`src/rtl/mem_port_arbiter.sv`:
```
// Two-port arbiter in front of the unified instruction/data memory: CPU (port 0) and loader/DMA (port 1).
// Each access holds the memory port for MEM_LATENCY cycles, then pulses a one-cycle ack with the read data.
module mem_port_arbiter #(
   parameter int unsigned ADDR_W      = 32,
   parameter int unsigned DATA_W      = 32,
   parameter int unsigned MEM_LATENCY = 2,
   parameter bit          FIXED_PRIO  = 1'b0
) (
   input  logic              clk,
   input  logic              reset,
   input  logic              req0,
   input  logic              we0,
   input  logic [1:0]        mode0,
   input  logic [ADDR_W-1:0] addr0,
   input  logic [DATA_W-1:0] wdata0,
   output logic              ack0,
   output logic              stall0,
   input  logic              req1,
   input  logic              we1,
   input  logic [1:0]        mode1,
   input  logic [ADDR_W-1:0] addr1,
   input  logic [DATA_W-1:0] wdata1,
   output logic              ack1,
   output logic [DATA_W-1:0] rdata,
   output logic [ADDR_W-1:0] mem_addr,
   output logic [DATA_W-1:0] mem_wdata,
   output logic              mem_we,
   output logic [1:0]        mem_mode,
   input  logic [DATA_W-1:0] mem_rdata,
   output logic              busy
);

   localparam int unsigned      CNT_W    = (MEM_LATENCY > 1) ? $clog2(MEM_LATENCY) : 1;
   localparam logic [CNT_W-1:0] CNT_LOAD = CNT_W'(MEM_LATENCY - 1);

   typedef enum logic [1:0] {
      IDLE,
      ACCESS,
      RESP
   } state_t;

   state_t            state_q, state_d;
   logic [CNT_W-1:0]  cnt_q, cnt_d;
   logic              grant_q, grant_d;
   logic              last_q, last_d;
   logic              we_strobe_q, we_strobe_d;
   logic [ADDR_W-1:0] addr_q, addr_d;
   logic [DATA_W-1:0] wdata_q, wdata_d;
   logic [1:0]        mode_q, mode_d;
   logic [DATA_W-1:0] rdata_q, rdata_d;
   logic              winner;

   always_ff @(posedge clk or posedge reset) begin
      if (reset) begin
         state_q     <= IDLE;
         cnt_q       <= '0;
         grant_q     <= 1'b0;
         last_q      <= 1'b1;
         we_strobe_q <= 1'b0;
         addr_q      <= '0;
         wdata_q     <= '0;
         mode_q      <= '0;
         rdata_q     <= '0;
      end else begin
         state_q     <= state_d;
         cnt_q       <= cnt_d;
         grant_q     <= grant_d;
         last_q      <= last_d;
         we_strobe_q <= we_strobe_d;
         addr_q      <= addr_d;
         wdata_q     <= wdata_d;
         mode_q      <= mode_d;
         rdata_q     <= rdata_d;
      end
   end

   always_comb begin
      state_d     = state_q;
      cnt_d       = cnt_q;
      grant_d     = grant_q;
      last_d      = last_q;
      we_strobe_d = 1'b0;
      addr_d      = addr_q;
      wdata_d     = wdata_q;
      mode_d      = mode_q;
      rdata_d     = rdata_q;

      // A lone request on port 1 picks 1; on a tie round-robin picks the port not granted last.
      if (req0 && req1) begin
         winner = FIXED_PRIO ? 1'b0 : ~last_q;
      end else begin
         winner = ~req0;
      end

      case (state_q)
         IDLE: begin
            if (req0 || req1) begin
               grant_d     = winner;
               last_d      = winner;
               addr_d      = winner ? addr1  : addr0;
               wdata_d     = winner ? wdata1 : wdata0;
               mode_d      = winner ? mode1  : mode0;
               we_strobe_d = winner ? we1    : we0;
               cnt_d       = CNT_LOAD;
               state_d     = ACCESS;
            end
         end
         ACCESS: begin
            if (cnt_q == '0) begin
               rdata_d = mem_rdata;
               state_d = RESP;
            end else begin
               cnt_d = cnt_q - CNT_W'(1);
            end
         end
         RESP: begin
            state_d = IDLE;
         end
         default: begin
            state_d = IDLE;
         end
      endcase
   end

   // The write strobe is registered off the grant edge, so it covers only the first ACCESS cycle.
   assign mem_we    = we_strobe_q;
   assign mem_addr  = addr_q;
   assign mem_wdata = wdata_q;
   assign mem_mode  = mode_q;
   assign rdata     = rdata_q;
   assign busy      = (state_q != IDLE);
   assign ack0      = (state_q == RESP) && !grant_q;
   assign ack1      = (state_q == RESP) &&  grant_q;
   assign stall0    = req0 && !ack0 && !reset;

endmodule

```
`config.mk`:
```
export PLATFORM = sky130hd
export DESIGN_NAME = mem_port_arbiter
export DESIGN_NICKNAME = d
export VERILOG_FILES = /design/src/rtl/mem_port_arbiter.sv
export SDC_FILE = /design/constraint.sdc
export NUM_CORES = 1
export LEC_CHECK = 0
export BUFFER_PORTS_ARGS = -buffer_cell sky130_fd_sc_hd__buf_2
export CAP_MARGIN = 10
export CORE_MARGIN = 1
export CORE_UTILIZATION = 44
export DETAILED_ROUTE_END_ITERATION = 8
export PLACE_DENSITY = 0.89
export SETUP_SLACK_MARGIN = 0.15
export SYNTH_ARGS = -nofsm -noshare
export SYNTH_HDL_FRONTEND = slang
export SYNTH_SLANG_ARGS = --single-unit
```
`constraint.sdc`:
```
create_clock -name clk -period 8 [get_ports clk]
set_input_delay 1.6 -clock clk [delete_from_list [all_inputs] [get_ports clk]]
set_output_delay 1.6 -clock clk [all_outputs]
set_load 0.01 [all_outputs]
```
==> results.cfg, run 1 <==
[synth]
synth-edff-count = 0
postSynth.asyncResetShare_pct = 100.0
netlist.top_cell.by_area = sky130_fd_sc_hd__dfrtp_1
postSynth.topFlopCell = sky130_fd_sc_hd__dfrtp_1
number_of_warnings_issued_by_yosys = 0
synth_most_common_cell = sky130_fd_sc_hd__dfrtp_1
portion_of_synthesized_cell_area_occupied_by_the_leading_cell_type_pct = 54.24
synth_seq_area_share_pct = 54.79
post_synth_instance_area_sq_um = 4752
yosys-top-cells-area = sky130_fd_sc_hd__dfrtp_1 54%, sky130_fd_sc_hd__a31oi_1 8.7%, sky130_fd_sc_hd__mux2_2 7.6%
synth_common_cells = 103 x sky130_fd_sc_hd__dfrtp_1, 68 x sky130_fd_sc_hd__nand3_1, 68 x sky130_fd_sc_hd__o21ai_0, 67 x sky130_fd_sc_hd__a21oi_1, 66 x sky130_fd_sc_hd__a31oi_1
synthDistinctLibCells = 22
avgSynthCellArea_sq_um = 9.900
post_synthesis_cells = 480
postSynthRegisterBits = 104
synthesis.nets = 650

[route]
antenna_violating_nets_post_route = 0
route.detailed.vias_per_inst = 5.745
first_pass_iters = 5
drt_first_iter_violations = 424
routedWlPerCell_um = 16.92
via_count = 4918
drc_violations_left = 0
total_wire_length_um = 14480

[cts]
cts_root_buf = sky130_fd_sc_hd__clkbuf_8
numClockSinks = 104
cts_hold_buf = 0
cts_buffers = 9
post_cts.repair.setup_buffers = 0
ctsResizeCount = 0
worst_skew_pair.late_latency_ns = 0.36
path_clk_slew_ns = 0.12
htree_num_levels = 3
cts_buffer_depth = 2
cts_tree = done

[finish]
area_growth_syn_to_layout_pct = 32.52
final-instance-count-excl-fill = 856
drive_above_1_share_pct = 46.81
count_of_filler_cells_inserted_in_the_layout = 943
nets = 885
antenna-diode-count = 0

[floorplanning]
ports_placed_on_the_boundary = 273
chipHeight_um = 105.9
effective_utilization_at_floorplan_pct = 45.62
floorplan_row_count = 37
fp.dieArea_sq_um = 11220
die_width_um = 105.9
coreArea_sq_um = 10420

[worst_setup_path]
required_ns = 6.40
timing.critical_path.from_type = input pin
worst-path-max-fanout = 70
endpoint_kind = output port
timing.setup.critical_path_class = input pin to output port
critical_path_arrival_ns = 2.71

[grt]
vias_in_the_first_global_route = 4485
grt_start_max_net_pins = 71
grt_pass1_wl_um = 22490
grt-ovfl-total = 0
antenna_found_initial = 0
globalRouteTotalUtil_pct = 25.12

[timing]
timing.final.max_slew_violations = 0
totalNegativeSetupSlack_ns = 0
setup_repair_after_global_routing_missed_its_margin = no
worst-slew-pin-transition_ns = 0.8004
fin_worst_hold_slack_ns = 0.5139
setup_slack_ns = 3.694
timing.fmax_mhz = 232.3
period_needed_ns = 4.306
timing.final.crit_share_pct = 53.82
setup_violations = 0
max-slew-margin-rel_pct = 46.64
skew_ns = 0.02097
timing_hold_violations_final = 0

[job]
max_cap_viol_count = 0

[placement]
preCtsSetupSlack_ns = 3.730
hpwlAfterDp_um = 9546
gpl.final_weighted_congestion = 0.7653
post-place-cells = 840
buffer_ports.inserted = 272

[power_and_ir_drop]
total_power_divided_by_cell_area_nw_per_um2 = 381.2
vdd_ir_drop_max_v = 0.0001827
total_leakage_power_nw = 2.933
report.power.total_mw = 2.401

[worst_hold_path]
holdCritPathClass = register to register

[run_status]
status = finished clean
registers in the layout (all words and copies together) (netlist names):
| signal | cells |
|---|---|
| rdata | 32 |
| mem_we | 1 |
| mem_mode | 2 |
| mem_addr | 32 |
| last_q | 1 |
| cnt_q | 1 |
| state_q | 2 |
| grant_q | 1 |
| mem_wdata | 32 |
logic make-up (layout without fill, tap and decap cells):
family,count (synthesis),count (layout),synth area share [%]
and+or+nand+nor,81,81,8.715
muxes,32,32,7.583
DFF,104,104,54.79
buffers and inverters,60,300,5.687
AOI/OAI and AO/OA,203,203,23.22
metrics by stage:
stage | utilization [%] | cell area, sq um
final | 60.46 | 6297
after global routing | 60.46 | 6297
after CTS | 60.46 | 6297
after detailed placement | 58.67 | 6111
after global placement | 58.67 | 6111
after floorplan | - | 4752
power by group:
part	total [mW]	switching, mW	leakage (nW)	internal [mW]
Combinational	1.13	0.656	1.65	0.479
Sequential	0.945	0.147	1.18	0.799
Clock	0.320	0.200	0.0976	0.120
Total	2.40	1.00	2.93	1.40
worst max-delay path: stages:
cell and delay [ns]:
sky130_fd_sc_hd__buf_2 0.08, sky130_fd_sc_hd__buf_4 0.58, sky130_fd_sc_hd__inv_2 0.07, sky130_fd_sc_hd__nor3_1 0.19, sky130_fd_sc_hd__buf_2 0.16
routing by layer:
layer  part of all wire [%]  vias up  global-route usage, %
met5                      0        -                      0
met4                    1.6        0                  7.440
met3                    8.2       22                  3.740
met2                     52      296                  43.51
met1                     38     2354                  32.61
li1                       -     2246                      -
path summary, 6_finish.rpt:
| check | startpoint | to | slack (ns) | depth (start not counted) |
|---|---|---|---|---|
| max | req0 | stall0 | 3.69 | 5 |
| min | rdata[29] | rdata[29] | 0.51 | 1 |
| max reg2reg | state_q[0] | mem_addr[7] | 5.58 | 4 |
| min reg2reg | rdata[29] | rdata[29] | 0.51 | 1 |
| max in group asynchronous | reset | grant_q | 5.51 | 3 |
| min in group asynchronous | reset | rdata[4] | 1.27 | 2 |
cells in the final DEF (no fill, tap or decap):
cell / synthesis / layout
sky130_fd_sc_hd__o21ai_0: 68 / 68
sky130_fd_sc_hd__nor2_4: 0 / 1
sky130_fd_sc_hd__inv_1: 3 / 2
sky130_fd_sc_hd__nand2b_1: 2 / 1
sky130_fd_sc_hd__inv_4: 0 / 1
sky130_fd_sc_hd__clkinv_4: 0 / 3
sky130_fd_sc_hd__nor2_2: 0 / 1
sky130_fd_sc_hd__mux2_2: 32 / 32
sky130_fd_sc_hd__nand3_1: 68 / 68
sky130_fd_sc_hd__or2_2: 0 / 1
sky130_fd_sc_hd__and2_4: 1 / 1
sky130_fd_sc_hd__nand2_1: 3 / 3
sky130_fd_sc_hd__o21a_1: 2 / 2
sky130_fd_sc_hd__a21oi_1: 67 / 67
sky130_fd_sc_hd__buf_2: 12 / 272
sky130_fd_sc_hd__nor3b_1: 1 / 1
sky130_fd_sc_hd__inv_8: 0 / 2
sky130_fd_sc_hd__inv_6: 0 / 1
sky130_fd_sc_hd__dfstp_2: 1 / 1
sky130_fd_sc_hd__dfrtp_1: 103 / 103
sky130_fd_sc_hd__clkbuf_8: 0 / 9
sky130_fd_sc_hd__and3b_1: 1 / 1
sky130_fd_sc_hd__nand2b_2: 0 / 1
sky130_fd_sc_hd__a31oi_1: 66 / 66
sky130_fd_sc_hd__clkinv_2: 0 / 1
sky130_fd_sc_hd__nor3_1: 1 / 1
sky130_fd_sc_hd__nor2b_4: 0 / 1
sky130_fd_sc_hd__inv_2: 1 / 1
sky130_fd_sc_hd__buf_4: 0 / 8
layout make-up:
| type | instances | area, sq um | area share (%) |
|---|---|---|---|
| Tap cell | 136 | 170.2 | 2.702 |
| Inverter | 4 | 17.52 | 0.2782 |
| Clock buffer | 9 | 123.9 | 1.967 |
| Timing Repair Buffer | 280 | 1421 | 22.57 |
| Sequential cell | 104 | 2604 | 41.35 |
| Multi-Input combinational cell | 316 | 1898 | 30.14 |
| Clock inverter | 7 | 62.56 | 0.9934 |
Power figures use the tool's default switching activity.
==> inputs of run 2 (changes only) <==
--- a/config.mk
+++ b/config.mk
@@ -8,9 +8,9 @@
 export BUFFER_PORTS_ARGS = -buffer_cell sky130_fd_sc_hd__buf_2
 export CAP_MARGIN = 10
 export CORE_MARGIN = 1
-export CORE_UTILIZATION = 44
+export CORE_UTILIZATION = 40
 export DETAILED_ROUTE_END_ITERATION = 8
-export PLACE_DENSITY = 0.89
+export PLACE_DENSITY = 0.86
 export SETUP_SLACK_MARGIN = 0.15
 export SYNTH_ARGS = -nofsm -noshare
 export SYNTH_HDL_FRONTEND = slang
==> constraint.sdc (replaced) <==
create_clock -name clk -period 3.5 [get_ports clk]
set_input_delay 0.7 -clock clk [delete_from_list [all_inputs] [get_ports clk]]
set_output_delay 0.7 -clock clk [all_outputs]
set_load 0.01 [all_outputs]
==> results.cfg, run 2 (synthesis gave the netlist of run 1 again) <==
[run_status]
status = finished, violations left
violations_in_the_final_reports = DRC

[worst_setup_path]
critPathLaunch = req1
worst-path-max-fanout = 68
timing.reg2reg.setup_slack_ns = 1.61
rr_startpoint = last_q
crit_cells = 4
worstPathCellList = buf_2, or2_2, and2_4, a31oi_1
worst-path-buf-inv = 1
critical_path_arrival_ns = 2.26
dominant_delay_contributor_by_cell_family_on_the_critical_path = simple AND/OR/NAND/NOR gates
worst_path_max_delay_cell = sky130_fd_sc_hd__and2_4
r2r_cells = 4
timing.rr.end = mem_addr[31]
required_ns = 3.66
timing.critical_path.from_type = input pin
endpoint_kind = register
cpPeakStageDelay_ns = 0.73
timing.setup.critical_path_class = input pin to register

[timing]
timing.fmax_mhz = 475.5
fin_worst_hold_slack_ns = 0.5021
timing_hold_violations_final = 0
setup_violations = 0
timing.final.max_slew_violations = 0
period_needed_ns = 2.103
totalNegativeSetupSlack_ns = 0
timing.final.crit_share_pct = 60.08
skew_ns = 0.006908
setup_repair_after_global_routing_missed_its_margin = no
max-slew-margin-rel_pct = 38.74
setup_slack_ns = 1.397
worst-slew-pin-transition_ns = 0.9170

[cts]
path_clk_slew_ns = 0.07
cts_tree = done
worst_skew_pair.late_latency_ns = 0.34
htree_num_levels = 3
cts_root_buf = sky130_fd_sc_hd__clkbuf_16
numClockSinks = 104
cts_hold_buf = 0
post_cts.repair.setup_buffers = 0
cts_buffer_depth = 2
cts_buffers = 9
ctsResizeCount = 0

[power_and_ir_drop]
p_comb_share_pct = 45.2
total_leakage_power_nw = 2.990
total_power_divided_by_cell_area_nw_per_um2 = 889.6
internal_power_mw = 3.439
power_switching_share_pct = 40.06
report.power.total_mw = 5.737
clkPwrFrac_pct = 17.1
power_frac_seq_pct = 37.7
switching_power_mw = 2.298
vdd_ir_drop_max_v = 0.0003016

[grt]
global_routing_met2_resource_utilization_pct = 42.64
grt_pass1_wl_um = 23410
grt_start_max_net_pins = 69
vias_in_the_first_global_route = 4664
antenna_found_initial = 1
globalRouteTotalUtil_pct = 23.88
grt_util_met1_pct = 27.38
grt-busiest-layer = met2
grt-ovfl-total = 0
use_met3_pct = 5.030

[floorplanning]
ports_placed_on_the_boundary = 273
chipHeight_um = 111.0
fp.dieArea_sq_um = 12320
die_width_um = 111.0
effective_utilization_at_floorplan_pct = 41.26
coreArea_sq_um = 11520
floorplan_row_count = 39

[route]
drt_first_iter_violations = 420
via_count = 4803
drc_violations_left = 40
total_wire_length_um = 14570
antenna_violating_nets_post_route = 0
route.detailed.vias_per_inst = 5.540
routedWlPerCell_um = 16.80
first_pass_iters = 7

[worst_hold_path]
worstHoldPathCells = 1
hold_path_end = rdata[16]
min_from = rdata[16]
holdCritPathClass = register to register

[finish]
area_growth_syn_to_layout_pct = 35.70
final_cell_mix = 272 x sky130_fd_sc_hd__buf_2, 103 x sky130_fd_sc_hd__dfrtp_1, 68 x sky130_fd_sc_hd__o21ai_0, 68 x sky130_fd_sc_hd__nand3_1, 67 x sky130_fd_sc_hd__a21oi_1
area_occupied_by_multi_input_gates_sq_um = 1898
area.sequential_sq_um = 2604
nets = 888
count_of_filler_cells_inserted_in_the_layout = 1034
drive_above_1_share_pct = 47.03
layout.cells.most_common = sky130_fd_sc_hd__buf_2

[job]
max_cap_viol_count = 0

[placement]
preCtsSetupSlack_ns = 1.034
hpwlAfterDp_um = 10040
buffer_ports.inserted = 272
gpl.final_weighted_congestion = 0.8544
[run 2: changes by cell type in the layout (fill, tap and decap cells not counted)]
cell / change
sky130_fd_sc_hd__clkbuf_16: +9
sky130_fd_sc_hd__inv_4: -1
sky130_fd_sc_hd__clkbuf_8: -9
sky130_fd_sc_hd__clkinv_2: -1
sky130_fd_sc_hd__diode_2: +1
sky130_fd_sc_hd__buf_12: +1
sky130_fd_sc_hd__buf_4: +2
sky130_fd_sc_hd__clkinvlp_4: +2
[run 2: power by group through the flow]
stage	clock, mW	sequential, mW	combinational (mW)
final	0.980	2.16	2.59
after global routing	1.07	2.23	2.84
after CTS	1.00	2.16	2.62
after detailed placement	0	2.18	2.62
after global placement	0	2.14	2.56
after floorplan	0	2.43	1.36
[run 2: worst max-delay path by stage]
stage | end | slack (ns)
CTS | mem_addr[17] | 1.38
global route | mem_wdata[15] | 1.27
global placement | mem_wdata[0] | 1.13
detailed placement | mem_wdata[15] | 1.03
floorplan | stall0 | 1.26
finish | mem_addr[17] | 1.40
[run 2: worst register-to-register path, cell delays in order, from the launching register on]
cell and delay, ns:
sky130_fd_sc_hd__dfstp_2 0.58, sky130_fd_sc_hd__nand2b_2 0.41, sky130_fd_sc_hd__buf_4 0.43, sky130_fd_sc_hd__nand3_1 0.15, sky130_fd_sc_hd__a31oi_1 0.23
[run 2: per-layer routing]
layer / vias up / part of all wire, %
li1: 2253 / -
met2: 246 / 50
met3: 32 / 7.6
met1: 2272 / 39
met5: - / 0
met4: 0 / 3.3
[run 2: area by class of cell]
cell class | instances | area share [%]
flip-flops and latches | 104 | 40.38
repair buffers | 283 | 22.58
clock inverters | 7 | 1.009
multi-input cells | 316 | 29.43
well taps | 143 | 2.775
clock buffers | 9 | 3.492
inverters | 4 | 0.2910
diodes | 1 | 0.03880
[run 2: metrics by stage]
stage	instance area (sq um)	util, %	cells
6_report	6449	56.00	867
3_5_place_dp	6156	53.46	850
3_3_place_gp	6156	53.46	850
4_1_cts	6446	55.98	866
2_1_floorplan	4756	-	480
5_1_grt	6449	56.00	867
